$ cat src/rtl/sysarb_pkg.sv
// Shared types for the system bus arbiter: FSM state encoding, the monitored Z80 master bus
// bundle and a width helper.
package sysarb_pkg;

   typedef enum logic [1:0] {
      StPark,
      StDrain,
      StTurn,
      StGrant
   } arb_state_t;

   // Subset of the mux master_out bundle; only the strobes matter for idle detection.
   typedef struct packed {
      logic [15:0] addr;
      logic [7:0]  dout;
      logic        mreqn;
      logic        iorqn;
      logic        rdn;
      logic        wrn;
      logic        inta;
   } z80_master_bus_t;

   function automatic int unsigned clamp_low(input int unsigned v, input int unsigned lo);
      return (v < lo) ? lo : v;
   endfunction

endpackage

$ cat src/rtl/sysarb_rr_pick.sv
// Combinational round-robin picker over requesters 1..QTY-1, starting at ptr and wrapping.
// Bit 0 (the parked CPU) never wins.
module sysarb_rr_pick #(
   parameter int unsigned QTY = 2,
   parameter int unsigned W   = 1
) (
   input  logic [QTY-1:0] req,
   input  logic [W-1:0]   ptr,
   output logic           valid,
   output logic [W-1:0]   idx
);

   always_comb begin
      valid = 1'b0;
      idx   = '0;
      // First pass covers ptr..QTY-1, second pass wraps around to 1..ptr-1.
      for (int unsigned i = 1; i < QTY; i++) begin
         if (!valid && req[i] && (i >= 32'(ptr))) begin
            valid = 1'b1;
            idx   = W'(i);
         end
      end
      for (int unsigned i = 1; i < QTY; i++) begin
         if (!valid && req[i] && (i < 32'(ptr))) begin
            valid = 1'b1;
            idx   = W'(i);
         end
      end
   end

endmodule

$ cat src/rtl/sysarb.sv
// System bus arbiter: CPU (master 0) is the parked owner, other masters are granted round-robin
// with a quiet-bus drain and a fixed turnaround gap between owners.
module sysarb
   import sysarb_pkg::*;
#(
   parameter int unsigned MASTER_QTY  = 2,
   parameter int unsigned TURN_CYCLES = 1,
   parameter int unsigned MSEL_W      = clamp_low($clog2(MASTER_QTY), 1)
) (
   input  logic                  clk,
   input  logic                  rst,
   input  logic [MASTER_QTY-1:0] req_n,
   output logic [MASTER_QTY-1:0] ack_n,
   output logic                  cpu_busrq_n,
   input  logic                  cpu_busack_n,
   input  z80_master_bus_t       bus_mon,
   output logic [MSEL_W-1:0]     msel,
   output logic                  turn
);

   localparam int unsigned TcntW = clamp_low($clog2(TURN_CYCLES), 1);
   localparam logic [MASTER_QTY-1:0] ReqMask = ~MASTER_QTY'(1);

   arb_state_t              state_q, state_d;
   logic [MSEL_W-1:0]       msel_q, msel_d;
   logic [MSEL_W-1:0]       rr_ptr_q, rr_ptr_d;
   logic [TcntW-1:0]        tcnt_q, tcnt_d;
   logic [MASTER_QTY-1:0]   ack_n_q, ack_n_d;
   logic                    busrq_n_q, busrq_n_d;

   logic [MASTER_QTY-1:0]   req;
   logic                    any_req;
   logic                    idle;
   logic                    pick_valid;
   logic [MSEL_W-1:0]       pick_idx;
   logic                    unused_bus;

   assign req        = ~req_n & ReqMask;
   assign any_req    = |req;
   assign idle       = bus_mon.rdn & bus_mon.wrn & ~bus_mon.inta;
   assign unused_bus = ^{bus_mon.addr, bus_mon.dout, bus_mon.mreqn, bus_mon.iorqn};

   sysarb_rr_pick #(
      .QTY (MASTER_QTY),
      .W   (MSEL_W)
   ) u_rr_pick (
      .req   (req),
      .ptr   (rr_ptr_q),
      .valid (pick_valid),
      .idx   (pick_idx)
   );

   always_ff @(posedge clk) begin
      if (rst) begin
         state_q   <= StPark;
         msel_q    <= '0;
         rr_ptr_q  <= MSEL_W'(1);
         tcnt_q    <= '0;
         ack_n_q   <= '1;
         busrq_n_q <= 1'b1;
      end else begin
         state_q   <= state_d;
         msel_q    <= msel_d;
         rr_ptr_q  <= rr_ptr_d;
         tcnt_q    <= tcnt_d;
         ack_n_q   <= ack_n_d;
         busrq_n_q <= busrq_n_d;
      end
   end

   always_comb begin
      state_d   = state_q;
      msel_d    = msel_q;
      rr_ptr_d  = rr_ptr_q;
      tcnt_d    = tcnt_q;
      ack_n_d   = ack_n_q;
      busrq_n_d = busrq_n_q;
      unique case (state_q)
         StPark: begin
            if (any_req) begin
               busrq_n_d = 1'b0;
               state_d   = StDrain;
            end
         end
         StDrain: begin
            // msel still names the outgoing owner; the CPU must also hand over via BUSACK_n.
            if (idle && ((msel_q != '0) || !cpu_busack_n)) begin
               tcnt_d  = TcntW'(TURN_CYCLES - 1);
               state_d = StTurn;
            end
         end
         StTurn: begin
            if (tcnt_q == '0) begin
               if (pick_valid) begin
                  msel_d            = pick_idx;
                  ack_n_d[pick_idx] = 1'b0;
                  rr_ptr_d = (pick_idx == MSEL_W'(MASTER_QTY - 1)) ? MSEL_W'(1)
                                                                   : pick_idx + MSEL_W'(1);
                  state_d  = StGrant;
               end else begin
                  msel_d    = '0;
                  busrq_n_d = 1'b1;
                  state_d   = StPark;
               end
            end else begin
               tcnt_d = tcnt_q - TcntW'(1);
            end
         end
         StGrant: begin
            if (req_n[msel_q]) begin
               ack_n_d = '1;
               state_d = StDrain;
            end
         end
         default: state_d = StPark;
      endcase
   end

   always_comb begin
      msel        = msel_q;
      ack_n       = ack_n_q;
      cpu_busrq_n = busrq_n_q;
      turn        = (state_q == StDrain) || (state_q == StTurn);
   end

endmodule

$ cat config.mk
export PLATFORM = sky130hd
export DESIGN_NAME = sysarb
export DESIGN_NICKNAME = d
export VERILOG_FILES = /design/src/rtl/sysarb_pkg.sv /design/src/rtl/sysarb_rr_pick.sv /design/src/rtl/sysarb.sv
export SDC_FILE = /design/constraint.sdc
export NUM_CORES = 1
export LEC_CHECK = 0
export BUFFER_PORTS_ARGS = -buffer_cell sky130_fd_sc_hd__buf_4
export CORE_AREA = 3 3 40 42
export CTS_CLUSTER_DIAMETER = 100
export DETAILED_ROUTE_END_ITERATION = 8
export DIE_AREA = 0 0 43 45
export GPL_ROUTABILITY_DRIVEN = 1
export PLACE_DENSITY = 0.62
export SETUP_SLACK_MARGIN = 0.1
export SLEW_MARGIN = 30
export SYNTH_ARGS = -nofsm -noshare
export SYNTH_HDL_FRONTEND = slang
export SYNTH_SLANG_ARGS = --single-unit
export TNS_END_PERCENT = 1
$ cat constraint.sdc
create_clock -name clk -period 4.4 [get_ports clk]
set_input_delay 0.88 -clock clk [delete_from_list [all_inputs] [get_ports clk]]
set_output_delay 0.88 -clock clk [all_outputs]
set_load 0.1 [all_outputs]
==> results.sh <==
export IMPL_cts_root_buffer="clkbuf_4"
export IMPL_ant_nets=0
export IMPL_crit_path_end_kind="primary output"
export IMPL_routed_wl_um=819
export IMPL_path_clk_slew_ns=0.05
export IMPL_post_cts_setup_buffer_count=0
export IMPL_overflow=0
export IMPL_synth_seq_area_share_pct=34.5
export IMPL_yosys_warnings=0
export IMPL_place_area_um2=457
export IMPL_crit_type="register to primary output"
export IMPL_hold_slack_ns=0.445
export IMPL_fmax_mhz=455
export IMPL_finalCritPeriodShare_pct=49.9
export IMPL_clockBufferDepth=2
export IMPL_cts_resized=0
export IMPL_ir_worst_vdd_v=0.000169
export IMPL_power_density_nw_per_um2=444
export IMPL_rsz0062_at_grt="false"
export IMPL_antenna_found_initial=0
export IMPL_h_tree_depth=1
export IMPL_cp_slowest_cell="dfxtp_1"
export IMPL_min_period_ns=2.20
export IMPL_track_usage_pct=8.99
export IMPL_syn_to_final_growth_pct=37.8
export IMPL_syn_avg_cell_area_um2=8.48
export IMPL_ios=39
export IMPL_drtIter0Drc=3
export IMPL_cts_buffers=3
export IMPL_synth_edf_count=0
export IMPL_synth_common_cells="6 x dfxtp_1, 5 x inv_1, 4 x ha_1, 4 x o21ai_0"
export IMPL_crit_path_cell_trace="inv_1 -> ha_1 -> buf_4"
export IMPL_grt_max_degree=8
export IMPL_wire_per_inst_um=11.5
export IMPL_port_buffers=12
export IMPL_leakage_uw=0.000214
export IMPL_maxCapViolCount=0
export IMPL_grt_pass1_vias=289
export IMPL_crit_family="buffers and inverters"
export IMPL_drive_gt1_share_pct=28.6
export IMPL_syn_cell_area_um2=348
export IMPL_coreArea_um2=1280
export IMPL_antennaDiodeCount=0
export IMPL_start_util_pct=27.1
export IMPL_fin_nets=96
export IMPL_vias_per_cell=4.68
export IMPL_cts_tree="built"
export IMPL_dr_pass1_iters=2
export IMPL_relSlewSlack_pct=81.5
export IMPL_crit_fanout=4
export IMPL_yosysTopAreaCellShare_pct=34.5
export IMPL_die_area_um2=1940
export IMPL_vias=332
export IMPL_syn_inst=41
export IMPL_holdCritPathClass="register to register"
export IMPL_worst_pin_slew_ns=0.280
export IMPL_hold_viol_final=0
export IMPL_globalplace_congestion=0.667
export IMPL_synth_fp_nets=79
export IMPL_synth_cell_types=18
export IMPL_critPathMaxStageDelay_ns=0.37
export IMPL_synth_most_common_cell="dfxtp_1"
export IMPL_cp_required_ns=3.52
export IMPL_clock_sinks=6
export IMPL_dp_hpwl_um=597
export IMPL_synthArstFlopShare_pct=0
export IMPL_finalSetupTns_ns=0
export IMPL_fin_worst_skew_ns=0.0106
export IMPL_placementRows=13
export IMPL_start_kind="register"
export IMPL_clock_latency_ns=0.25
export IMPL_arrival_ns=1.32
export IMPL_die_width_um=43
export IMPL_fin_area_um2=479
export IMPL_path_buf_inv=2
export IMPL_ctsHoldBuffers=0
export IMPL_ys_seq_elements=6
export IMPL_outcome="completed"
export IMPL_synth_largest_area_cell="dfxtp_1"
export IMPL_maxSlewViolCount=0
export IMPL_die_y_um=45
export IMPL_drc=0
export IMPL_yosys_top_cells_area="dfxtp_1 35%, ha_1 14%, o21ai_0 5.8%, inv_1 5.4%, nand2b_1 5.4%"
export IMPL_setup_violations=0
export IMPL_ys_flop_type="dfxtp_1"
export IMPL_grt_pass1_wl_um=1210
export IMPL_design_power_total_uw=213
final timing paths:
check | start | to | slack, ns | cells past startpoint
setup / recovery | state_q[0]$_SDFFE_PP0P_ | turn | 2.20 | 3
hold reg to reg | ack_n[0]$_SDFFE_PP1P_ | ack_n[0]$_SDFFE_PP1P_ | 0.44 | 1
setup reg to reg | state_q[0]$_SDFFE_PP0P_ | state_q[1]$_SDFFE_PP0P_ | 2.78 | 5
hold / removal | ack_n[0]$_SDFFE_PP1P_ | ack_n[0]$_SDFFE_PP1P_ | 0.44 | 1
where the power goes:
group / switching (uW) / internal [uW]
combinational: 64.3 / 29.7
clock: 22.5 / 31.0
sequential: 5.29 / 60.1
through the flow:
| step | utilization (%) | worst slack [ns] | cells |
|---|---|---|---|
| global route | 37.3 | 2.15 | 71 |
| CTS | 37.3 | 2.19 | 71 |
| detailed placement | 35.5 | 2.28 | 68 |
| floorplan | - | 2.25 | 41 |
| global placement | 35.5 | 2.28 | 68 |
| finish | 37.3 | 2.20 | 71 |
flip-flops by register name, summed over array words and instances (netlist names):
| signal | cells |
|---|---|
| cpu_busrq_n | 1 |
| msel | 1 |
| state_q | 2 |
| ack_n | 2 |
cell usage in the layout (no fill, tap or decap), drive strengths merged:
cell | Yosys | final
a211o | 1 | 1
a21boi | 1 | 1
a21oi | 3 | 3
a22o | 1 | 1
a31oi | 1 | 1
buf | 0 | 12
clkbuf | 0 | 3
dfxtp | 6 | 6
ha | 4 | 4
inv | 5 | 5
mux2i | 1 | 1
nand2 | 3 | 3
nand2b | 3 | 3
nor2 | 2 | 2
nor2b | 2 | 2
o21ai | 4 | 4
o21bai | 1 | 1
o31a | 1 | 1
o31ai | 1 | 1
or4 | 1 | 1
kinds of logic (layout without fill, tap and decap cells):
kind of cell               Yosys count  count (layout)  synth area share (%)
AOI/OAI and AO/OA                   14              14                  26.3
and+or+nand+nor                     11              11                  16.5
DFF                                  6               6                  34.5
buffers and inverters                5              20                  5.40
adders and majority gates            4               4                  14.4
muxes                                1               1                  2.88
routing by layer:
metal | wire (um) | GRT usage [%] | up-vias
li1 | - | - | 173
met1 | 347 | 9.88 | 145
met2 | 395 | 14.4 | 10
met3 | 45 | 2.79 | 4
met4 | 30 | 7.23 | 0
met5 | 0 | 0 | -
final cells by class:
type | count | area, um2
timing repair buffer | 12 | 90.1
multi-input combinational | 30 | 209
clock buffer | 3 | 22.5
inverter | 5 | 18.8
sequential | 6 | 120
tap | 15 | 18.8
fill | 146 | 806
Note: power is estimated with default switching activity, not from simulation.
